### config.mk
export PLATFORM = sky130hd
export DESIGN_NAME = drum_acc
export DESIGN_NICKNAME = d
export VERILOG_FILES = /design/src/rtl/drum_acc.sv
export SDC_FILE = /design/constraint.sdc
export NUM_CORES = 1
export LEC_CHECK = 0
export CAP_MARGIN = 20
export CORE_UTILIZATION = 45
export DETAILED_ROUTE_END_ITERATION = 8
export GPL_TIMING_DRIVEN = 1
export PLACE_DENSITY = 0.74
export SLEW_MARGIN = 20
export SYNTH_ARGS = -nofsm -noshare
export SYNTH_HDL_FRONTEND = slang
export SYNTH_SLANG_ARGS = --single-unit
### constraint.sdc
create_clock -name clk -period 4.5 [get_ports clk]
set_input_delay 0.45 -clock clk [delete_from_list [all_inputs] [get_ports clk]]
set_output_delay 0.45 -clock clk [all_outputs]
set_load 0.01 [all_outputs]
### src/rtl/drum_acc.sv
// rtl/drum_acc.sv - saturating run accumulator for signed DRUM multiplier products
// Sums a programmed number of products, then holds the result on a valid/ready port.
module drum_acc #(
  parameter int PW = 8,
  parameter int AW = 16,
  parameter int CW = 8
) (
  input  logic          clk,
  input  logic          rst_n,
  input  logic          start,
  input  logic [CW-1:0] len,
  input  logic          p_valid,
  input  logic [PW-1:0] p_data,
  output logic          p_ready,
  output logic          acc_valid,
  output logic [AW-1:0] acc_data,
  input  logic          acc_ready,
  output logic          busy,
  output logic          ovf
);

  typedef enum logic [1:0] {
    IDLE = 2'd0,
    ACC  = 2'd1,
    DONE = 2'd2
  } state_t;

  localparam logic signed [AW:0] SAT_MAX = {2'b00, {(AW-1){1'b1}}};
  localparam logic signed [AW:0] SAT_MIN = {2'b11, {(AW-1){1'b0}}};

  state_t        state, state_nxt;
  logic [AW-1:0] acc, acc_nxt;
  logic [CW-1:0] cnt, cnt_nxt;
  logic          ovf_q, ovf_nxt;
  logic signed [AW:0] sum;

  // One guard bit above AW so the raw sum never wraps before clamping.
  assign sum = $signed({acc[AW-1], acc}) + $signed({{(AW+1-PW){p_data[PW-1]}}, p_data});

  always_ff @(posedge clk or negedge rst_n) begin
    if (!rst_n) begin
      state <= IDLE;
      acc   <= '0;
      cnt   <= '0;
      ovf_q <= 1'b0;
    end else begin
      state <= state_nxt;
      acc   <= acc_nxt;
      cnt   <= cnt_nxt;
      ovf_q <= ovf_nxt;
    end
  end

  always_comb begin
    state_nxt = state;
    acc_nxt   = acc;
    cnt_nxt   = cnt;
    ovf_nxt   = ovf_q;
    case (state)
      IDLE: begin
        if (start) begin
          acc_nxt   = '0;
          ovf_nxt   = 1'b0;
          cnt_nxt   = len;
          state_nxt = (len == '0) ? DONE : ACC;
        end
      end
      ACC: begin
        if (p_valid) begin
          if (sum > SAT_MAX) begin
            acc_nxt = SAT_MAX[AW-1:0];
            ovf_nxt = 1'b1;
          end else if (sum < SAT_MIN) begin
            acc_nxt = SAT_MIN[AW-1:0];
            ovf_nxt = 1'b1;
          end else begin
            acc_nxt = sum[AW-1:0];
          end
          cnt_nxt = cnt - 1'b1;
          if (cnt == {{(CW-1){1'b0}}, 1'b1}) state_nxt = DONE;
        end
      end
      DONE: begin
        if (acc_ready) state_nxt = IDLE;
      end
      default: state_nxt = IDLE;
    endcase
  end

  assign p_ready   = (state == ACC);
  assign acc_valid = (state == DONE);
  assign busy      = (state != IDLE);
  assign acc_data  = acc;
  assign ovf       = ovf_q;

endmodule

==> flow_summary.toml, run 1 <==
[global_routing]
grt_pass1_vias = 2044
grt_pass1_wl_mm = 9.43
globalRouteOverflowTotal = 0
grt_max_degree = 28
track_usage_pct = 22.6
antenna_found_initial = 0

[layout]
synthToLayoutAreaGrowth_pct = 21.8
regArea_sq_um = 676
fin_nets = 352
layout-drive-gt1-share_pct = 5.14
multi_input_area_sq_um = 1450
diodes = 0
fillers = 475
fin_area_sq_um = 2710
utilization_pct = 57.0

[timing]
tns_ns = 0
min_period_ns = 3.08
fmax_mhz = 325
holdWs_ns = 0.522
skew_ns = 0.00320
post-route-period-util_pct = 68.4
slew_headroom_pct = 40.7
slew_violations = 0
setup_viol = 0
rsz0062_at_grt = "no"
finalHoldViolCount = 0
tightestPinTransition_ns = 0.889

[setup_path]
r2r_slack_ns = 1.65
cp_max_fo = 13
critPathKind = "input pin to register"
crit_arrival_ns = 3.28
end_kind = "register"
endpoint = "acc_data[7]$_DFFE_PN0P_"
critPathSlowestCell = "o41a_4"
reg2reg_to = "acc_data[7]$_DFFE_PN0P_"
critPathLaunchType = "input pin"
startpoint = "p_data[0]"
reg2reg_from = "acc_data[0]$_DFFE_PN0P_"
ff2ff_path_depth = 10
max_stage_delay_ns = 0.52
required_ns = 4.70
critPathTopFamily = "compound AO/OA/AOI/OAI gates"
crit_cells = 11
crit_chain = "clkdlybuf4s50_1 -> ha_1 -> inv_1 -> fa_1 -> nand2b_1 -> a21oi_2 -> o21ai_2 -> o41a_4 -> nor3_4 -> a21oi_1 -> o21ai_1"
path_buf_inv = 2

[clock_tree]
cts_tree = "yes"
cts_setup_buffers = 0
path_clk_slew_ns = 0.11
clock-sinks = 27
cts_inserted_buffers = 3
clk_latency_ns = 0.28
post_cts_resized = 0
clk_path_buf_depth = 2
cts_root_buf = "clkbuf_8"
htree_levels = 1
hold_buffers = 0

[power_and_ir_drop]
p_leak_nw = 1.11
sequentialPowerShare_pct = 22.6
combPwrFrac_pct = 70.1
power_density_nw_per_um2 = 766
intPower_mw = 1.07
p_total_mw = 2.08
switching_share_pct = 48.3
clkPwrFrac_pct = 7.2
p_switching_mw = 1.00
peakVddDrop_mv = 0.334

[routing]
avgViaCountPerCell = 5.67
wl_per_cell_um = 14.3
dr.pass1.iters = 4
drtAntennaViolNets = 0
drt_iter0_drc = 150
vias = 2145
drcViolationCount = 0
wirelength_mm = 5.39

[placement]
portBuffers = 40
dpl_cell_area_sq_um = 2660
dp_hpwl_mm = 3.97
place_congestion = 0.956

[die]
fp.dieW_um = 72.3
initial_core_util_pct = 46.8
coreArea_sq_um = 4750
die_y_um = 72.3
die_area_sq_um = 5230
rows = 25
pin_count = 41

[synth]
postSynthNetCount = 317
synthArstFlopShare_pct = 100
synth_edf_count = 0
synth_seq_area_share_pct = 30.4
synth-seq-cells = 27
synth.avg_cell_area_sq_um = 8.04
synth_top_area_cell = "dfrtp_1"
netlist_instances = 277
netlist_top_cells_area = "dfrtp_1 30%, ha_1 10%, a21oi_1 8.1%"
netlist_area_sq_um = 2230
synth_most_common_cell = "a21oi_1"
synthDistinctLibCells = 52
synth_ff_type = "dfrtp_1"
synthTopCellsByCount = "36 x a21oi_1, 33 x nand2_1, 27 x dfrtp_1"
yosysTopAreaCellShare_pct = 30.4
yosys_warnings = 0

[run]
drv_cap = 0

[run_status]
status = "completed"

[hold_path]
hp-class = "register to register"
[worst reg2reg max path: cells and delay by family, from the launching register on]
kind / cells / cell delay (ns)
AO/OA/AOI/OAI: 5 / 1.08
adder cells (fa/ha/maj): 2 / 0.57
buffers and inverters: 1 / 0.06
flip-flops: 1 / 0.39
AND/OR/NAND/NOR: 2 / 0.66
[cell type report]
cell class	count	area share (%)
multi-input cells	228	53.6
flip-flops and latches	27	24.9
repair buffers	41	15.0
well taps	67	3.09
clock buffers	3	1.52
inverters	11	1.52
clock inverters	1	0.277
[kinds of logic (layout without fill, tap and decap cells)]
kind of cell,count (synthesis),after routing,share of synthesized area (%)
buf+inv,22,56,4.33
compound gates,100,100,27.7
simple gates,98,98,22.2
xor+xnor,9,9,3.54
fa+ha+maj,20,20,11.5
flops,27,27,30.4
mux,1,1,0.450
[registers in the layout (all words and copies together), names as in the netlist]
signal and cells:
acc_data 16, ovf 1, state 2, cnt 8
[how the worst min path moves through the flow]
stage,startpoint,end,slack [ns],cells past startpoint
2_1_floorplan,rst_n,acc_data[0]$_DFFE_PN0P_,0.15,0
3_3_place_gp,acc_data[14]$_DFFE_PN0P_,acc_data[14]$_DFFE_PN0P_,0.49,2
3_5_place_dp,acc_data[14]$_DFFE_PN0P_,acc_data[14]$_DFFE_PN0P_,0.50,2
4_1_cts,acc_data[14]$_DFFE_PN0P_,acc_data[14]$_DFFE_PN0P_,0.53,2
5_1_grt,acc_data[14]$_DFFE_PN0P_,acc_data[14]$_DFFE_PN0P_,0.57,2
6_report,acc_data[14]$_DFFE_PN0P_,acc_data[14]$_DFFE_PN0P_,0.52,2
[metal layers]
metal	global-route usage (%)	vias to the layer above	part of all wire, %
met5	0	-	0
met3	1.67	7	4.7
met4	6.10	0	1.0
li1	-	1079	-
met1	33.0	993	49
met2	35.9	66	45
[layout by cell type (no fill, tap or decap), types with 2 or more instances in the layout]
cell type,Yosys,final
nand3_1,5,5
o211ai_1,3,3
or4_1,2,2
or2_2,2,2
a21o_1,4,4
a31oi_1,5,5
a21oi_1,36,36
inv_1,11,11
o22ai_1,6,6
clkdlybuf4s50_1,0,40
o21ai_2,2,2
o21ai_0,17,17
a211oi_1,2,2
nor2_1,22,22
ha_1,18,18
o21ai_1,12,12
clkbuf_8,0,3
nor3_1,4,4
dfrtp_1,27,27
nand2b_1,6,6
nand4_1,6,6
nand2_1,33,33
or3_1,5,5
xor2_1,2,2
nor2b_1,4,4
xnor2_1,7,7
o21a_1,2,2
[power groups by stage]
stage               Sequential, mW  Combinational, mW  Clock [mW]
finish                       0.470               1.46       0.150
global route                 0.489               1.64       0.162
CTS                          0.470               1.46       0.154
detailed placement           0.473               1.45           0
global placement             0.471               1.43           0
floorplan                    0.479               1.06           0
[through the flow]
stage / cells / worst slack, ns
final: 378 / 1.42
after detailed placement: 374 / 1.11
after CTS: 378 / 1.40
after global routing: 378 / 1.12
after global placement: 374 / 1.19
after floorplan: 277 / 1.98
Note: power is estimated with default switching activity, not from simulation.
==> run 2: changes to the inputs <==
- clock period: 4.5 -> 3.2 ns (I/O delays scaled with it)
==> run 2 against run 1 <==
Die area unchanged. Via count rose by 3.4%. Clock-buffer cell count did not move. Sequential power increased by 42%. Global-route usage fell by 0.65 points.
==> flow_summary.toml, run 2 (same netlist as run 1, synthesis figures left out) <==
[run_status]
status = "completed"

[power_and_ir_drop]
p_leak_nw = 1.14
p_total_mw = 3.00
peakVddDrop_mv = 0.515
power_density_nw_per_um2 = 1090

[placement]
dpl_cell_area_sq_um = 2680
dp_slack_ns = -0.0695
place_congestion = 0.922
dp_hpwl_mm = 3.99
portBuffers = 40
place_inst = 376

[die]
pin_count = 41
coreArea_sq_um = 4750
rows = 25
fp.dieW_um = 72.3
die_y_um = 72.3
die_area_sq_um = 5230
initial_core_util_pct = 46.8

[layout]
synthToLayoutAreaGrowth_pct = 23.5
fin_cells = 383
diodes = 0
fillers = 447
multi_input_area_sq_um = 1450
fin_nets = 357
largest_reg_flops = 16
layout-drive-gt1-share_pct = 6.65
utilization_pct = 57.8
final_cell_mix = "40 x clkdlybuf4s50_1, 36 x a21oi_1, 33 x nand2_1"
fin_area_sq_um = 2750
regArea_sq_um = 676
final_common_cell = "clkdlybuf4s50_1"

[routing]
vias = 2218
avgViaCountPerCell = 5.79
drt_iter0_drc = 121
drtAntennaViolNets = 0
wl_per_cell_um = 14.1
wirelength_mm = 5.39
dr.pass1.iters = 4
drcViolationCount = 0

[global_routing]
grt_pass1_vias = 1981
track_usage_pct = 21.9
globalRouteOverflowTotal = 0
grt_pass1_wl_mm = 9.14
antenna_found_initial = 0
grt_max_degree = 28

[clock_tree]
cts_inserted_buffers = 3
cts_tree = "yes"
clock-sinks = 27
path_clk_slew_ns = 0.11
clk_path_buf_depth = 2
hold_buffers = 0
htree_levels = 1
post_cts_resized = 0
clk_latency_ns = 0.28
cts_root_buf = "clkbuf_8"

[timing]
tightestPinTransition_ns = 0.831
holdWs_ns = 0.413
fin_ws_ns = 0.344
skew_ns = 0.00702
tns_ns = 0
slew_headroom_pct = 44.6
setup_viol = 0
slew_violations = 0
fmax_mhz = 350
rsz0062_at_grt = "no"
finalHoldViolCount = 0
min_period_ns = 2.86
post-route-period-util_pct = 89.3

[setup_path]
required_ns = 3.39
critPathLaunchType = "input pin"
crit_arrival_ns = 3.05
cp_max_fo = 14
critPathKind = "input pin to register"
end_kind = "register"

[run]
drv_cap = 0

[hold_path]
hp-class = "input pin to async pin"
[run 2: worst max-delay path: stages]
cell and delay [ns]:
clkdlybuf4s50_1 0.61, ha_1 0.47, and4_4 0.24, and2_1 0.15
a22oi_1 0.17, o31ai_2 0.15, o21ai_2 0.57, a31oi_1 0.17
o21ai_0 0.19
[run 2: where the power goes]
| group | internal [mW] | switching, mW | leakage [nW] | total, mW |
|---|---|---|---|---|
| registers | 0.506 | 0.159 | 0.319 | 0.666 |
| clock network | 0.0887 | 0.123 | 0.0217 | 0.211 |
| logic | 0.975 | 1.15 | 0.794 | 2.13 |
| total | 1.57 | 1.43 | 1.14 | 3.00 |
[run 2: routing by layer]
layer  routed length (um)  track usage (%)  part of all wire, %  up-vias
li1                     -                -                    -     1101
met3                  369             2.78                  6.8        4
met4                   41             4.14                 0.76        0
met5                    0                0                    0        -
met2                 2340             33.6                   43       76
met1                 2640             33.1                   49     1037
[run 2: path summary, 6_finish.rpt]
kind	from	endpoint	slack, ns	cells after the start
hold reg to reg	acc_data[9]$_DFFE_PN0P_	acc_data[9]$_DFFE_PN0P_	0.53	2
max in group asynchronous	rst_n	cnt[7]$_DFFE_PN0P_	2.51	2
setup / recovery	p_data[7]	acc_data[2]$_DFFE_PN0P_	0.34	9
setup reg to reg	acc_data[0]$_DFFE_PN0P_	acc_data[2]$_DFFE_PN0P_	0.44	10
min in group clk	acc_data[9]$_DFFE_PN0P_	acc_data[9]$_DFFE_PN0P_	0.53	2
hold / removal	rst_n	acc_data[11]$_DFFE_PN0P_	0.41	2
[run 2: what timing repair did]
item                                    4_1_cts  5_1_grt
buffers inserted                              0        3
endpoints found under the setup margin        0        1
endpoints found under the hold margin         0        0
[run 2: final cells by class]
type,count,area share [%]
Multi-Input combinational cell,228,52.9
Sequential cell,27,24.6
Timing Repair Buffer,46,16.2
Tap cell,67,3.05
Clock buffer,3,1.50
Inverter,11,1.50
Clock inverter,1,0.273
==> run 3: changes to the inputs <==
- CAP_MARGIN: 20 -> not set
- GPL_TIMING_DRIVEN: 1 -> 0
==> run 3 against run 2 <==
Sequential share of layout area hardly changed. Non-clock buffer count increased by 5. Combinational power barely moved. Sequential power fell by 3.0%. Clock-buffer cell count did not move. Critical endpoint is now acc_data[0]$_DFFE_PN0P_. Largest cell class unchanged. Largest power group unchanged.
==> flow_summary.toml, run 3 (same netlist as run 1, synthesis figures left out) <==
[timing]
min_period_ns = 2.88
rsz0062_at_grt = "no"
slew_violations = 0
tightestPinTransition_ns = 0.666
fmax_mhz = 348
setup_viol = 0
tns_ns = 0
holdWs_ns = 0.0588
skew_ns = 0.00618
slew_headroom_pct = 55.6
post-route-period-util_pct = 89.9
fin_ws_ns = 0.323
finalHoldViolCount = 0

[die]
pin_count = 41
rows = 25
die_area_sq_um = 5230
coreArea_sq_um = 4750
die_y_um = 72.3
initial_core_util_pct = 46.8
fp.dieW_um = 72.3

[run_status]
status = "completed"

[placement]
dpl_cell_area_sq_um = 2710
portBuffers = 40
dp_slack_ns = 0.0317
dp_hpwl_mm = 4.21
place_congestion = 0.929
place_inst = 384

[routing]
dr.pass1.iters = 4
drcViolationCount = 0
drt_iter0_drc = 137
wl_per_cell_um = 14.4
vias = 2190
wirelength_mm = 5.58
avgViaCountPerCell = 5.64
drtAntennaViolNets = 0

[clock_tree]
cts_inserted_buffers = 3
hold_buffers = 0
cts_setup_buffers = 0
htree_levels = 1
cts_root_buf = "clkbuf_8"
clk_path_buf_depth = 2
path_clk_slew_ns = 0.10
clock-sinks = 27
clk_latency_ns = 0.28
post_cts_resized = 0
cts_tree = "yes"

[layout]
multi_input_area_sq_um = 1450
regArea_sq_um = 676
fillers = 479
diodes = 0
layout-drive-gt1-share_pct = 6.23
final_common_cell = "clkdlybuf4s50_1"
largest_reg_flops = 16
synthToLayoutAreaGrowth_pct = 23.7
fin_nets = 362
fin_cells = 388
fin_area_sq_um = 2750
final_cell_mix = "39 x clkdlybuf4s50_1, 36 x a21oi_1, 33 x nand2_1"

[global_routing]
grt_pass1_vias = 2002
grt_max_degree = 28
track_usage_pct = 22.9
antenna_found_initial = 0
globalRouteOverflowTotal = 0
grt_pass1_wl_mm = 9.45

[power_and_ir_drop]
p_switching_mw = 1.44
peakVddDrop_mv = 0.480
power_density_nw_per_um2 = 1090
switching_share_pct = 48.0
p_leak_nw = 1.13
sequentialPowerShare_pct = 21.6
intPower_mw = 1.56
clkPwrFrac_pct = 7.0
combPwrFrac_pct = 71.4

[setup_path]
reg2reg_from = "acc_data[0]$_DFFE_PN0P_"
critPathKind = "input pin to register"
critPathLaunchType = "input pin"
end_kind = "register"
required_ns = 3.41
crit_arrival_ns = 3.09
cp_max_fo = 10
startpoint = "p_data[0]"

[run]
drv_cap = 0

[hold_path]
hp-class = "input pin to async pin"
==> run 3: worst paths after layout <==
kind,to,slack (ns),depth (start not counted)
min in group clk,acc_data[6]$_DFFE_PN0P_,0.53,2
worst min-delay path,acc_data[11]$_DFFE_PN0P_,0.06,1
worst max-delay path,acc_data[0]$_DFFE_PN0P_,0.32,12
worst max register to register,acc_data[0]$_DFFE_PN0P_,0.43,11
max in group asynchronous,acc_data[2]$_DFFE_PN0P_,2.72,1
worst min register to register,acc_data[6]$_DFFE_PN0P_,0.53,2
==> run 3: metrics by stage <==
| stage | util [%] | power, mW |
|---|---|---|
| floorplan | - | 2.16 |
| finish | 57.9 | 2.99 |
| global placement | 57.0 | 2.74 |
| detailed placement | 56.9 | 2.77 |
| global route | 57.9 | 3.30 |
| CTS | 57.9 | 3.00 |
==> run 3: worst max-delay path: stages <==
cell and delay (ns):
clkdlybuf4s50_1 0.47, ha_1 0.20, inv_1 0.07, fa_1 0.38
nand2b_1 0.20, a21oi_2 0.20, o21ai_2 0.12, o41a_4 0.53
nor3_4 0.23, buf_6 0.19, a21oi_1 0.05, o21ai_1 0.14
==> run 3: area by class of cell <==
cell class                 instances  share of cell area (%)
tap                               67                    3.04
buffer                            11                    2.00
multi-input combinational        228                    52.8
inverter                          11                    1.50
timing repair buffer              40                    14.4
clock buffer                       3                    1.50
sequential                        27                    24.5
clock inverter                     1                   0.273
==> run 3: power groups by stage <==
stage	Sequential, mW	Combinational [mW]	Clock [mW]
final	0.646	2.14	0.209
after CTS	0.646	2.13	0.222
after global routing	0.669	2.40	0.234
after global placement	0.646	2.09	0
after detailed placement	0.651	2.12	0
after floorplan	0.674	1.48	0
==> run 3: per-layer routing <==
metal | up-vias | track usage, % | part of all wire [%]
li1 | 1103 | - | -
met1 | 1022 | 35.9 | 51
met2 | 61 | 33.4 | 43
met3 | 4 | 2.50 | 5.0
met4 | 0 | 5.66 | 0.70
met5 | - | 0 | 0
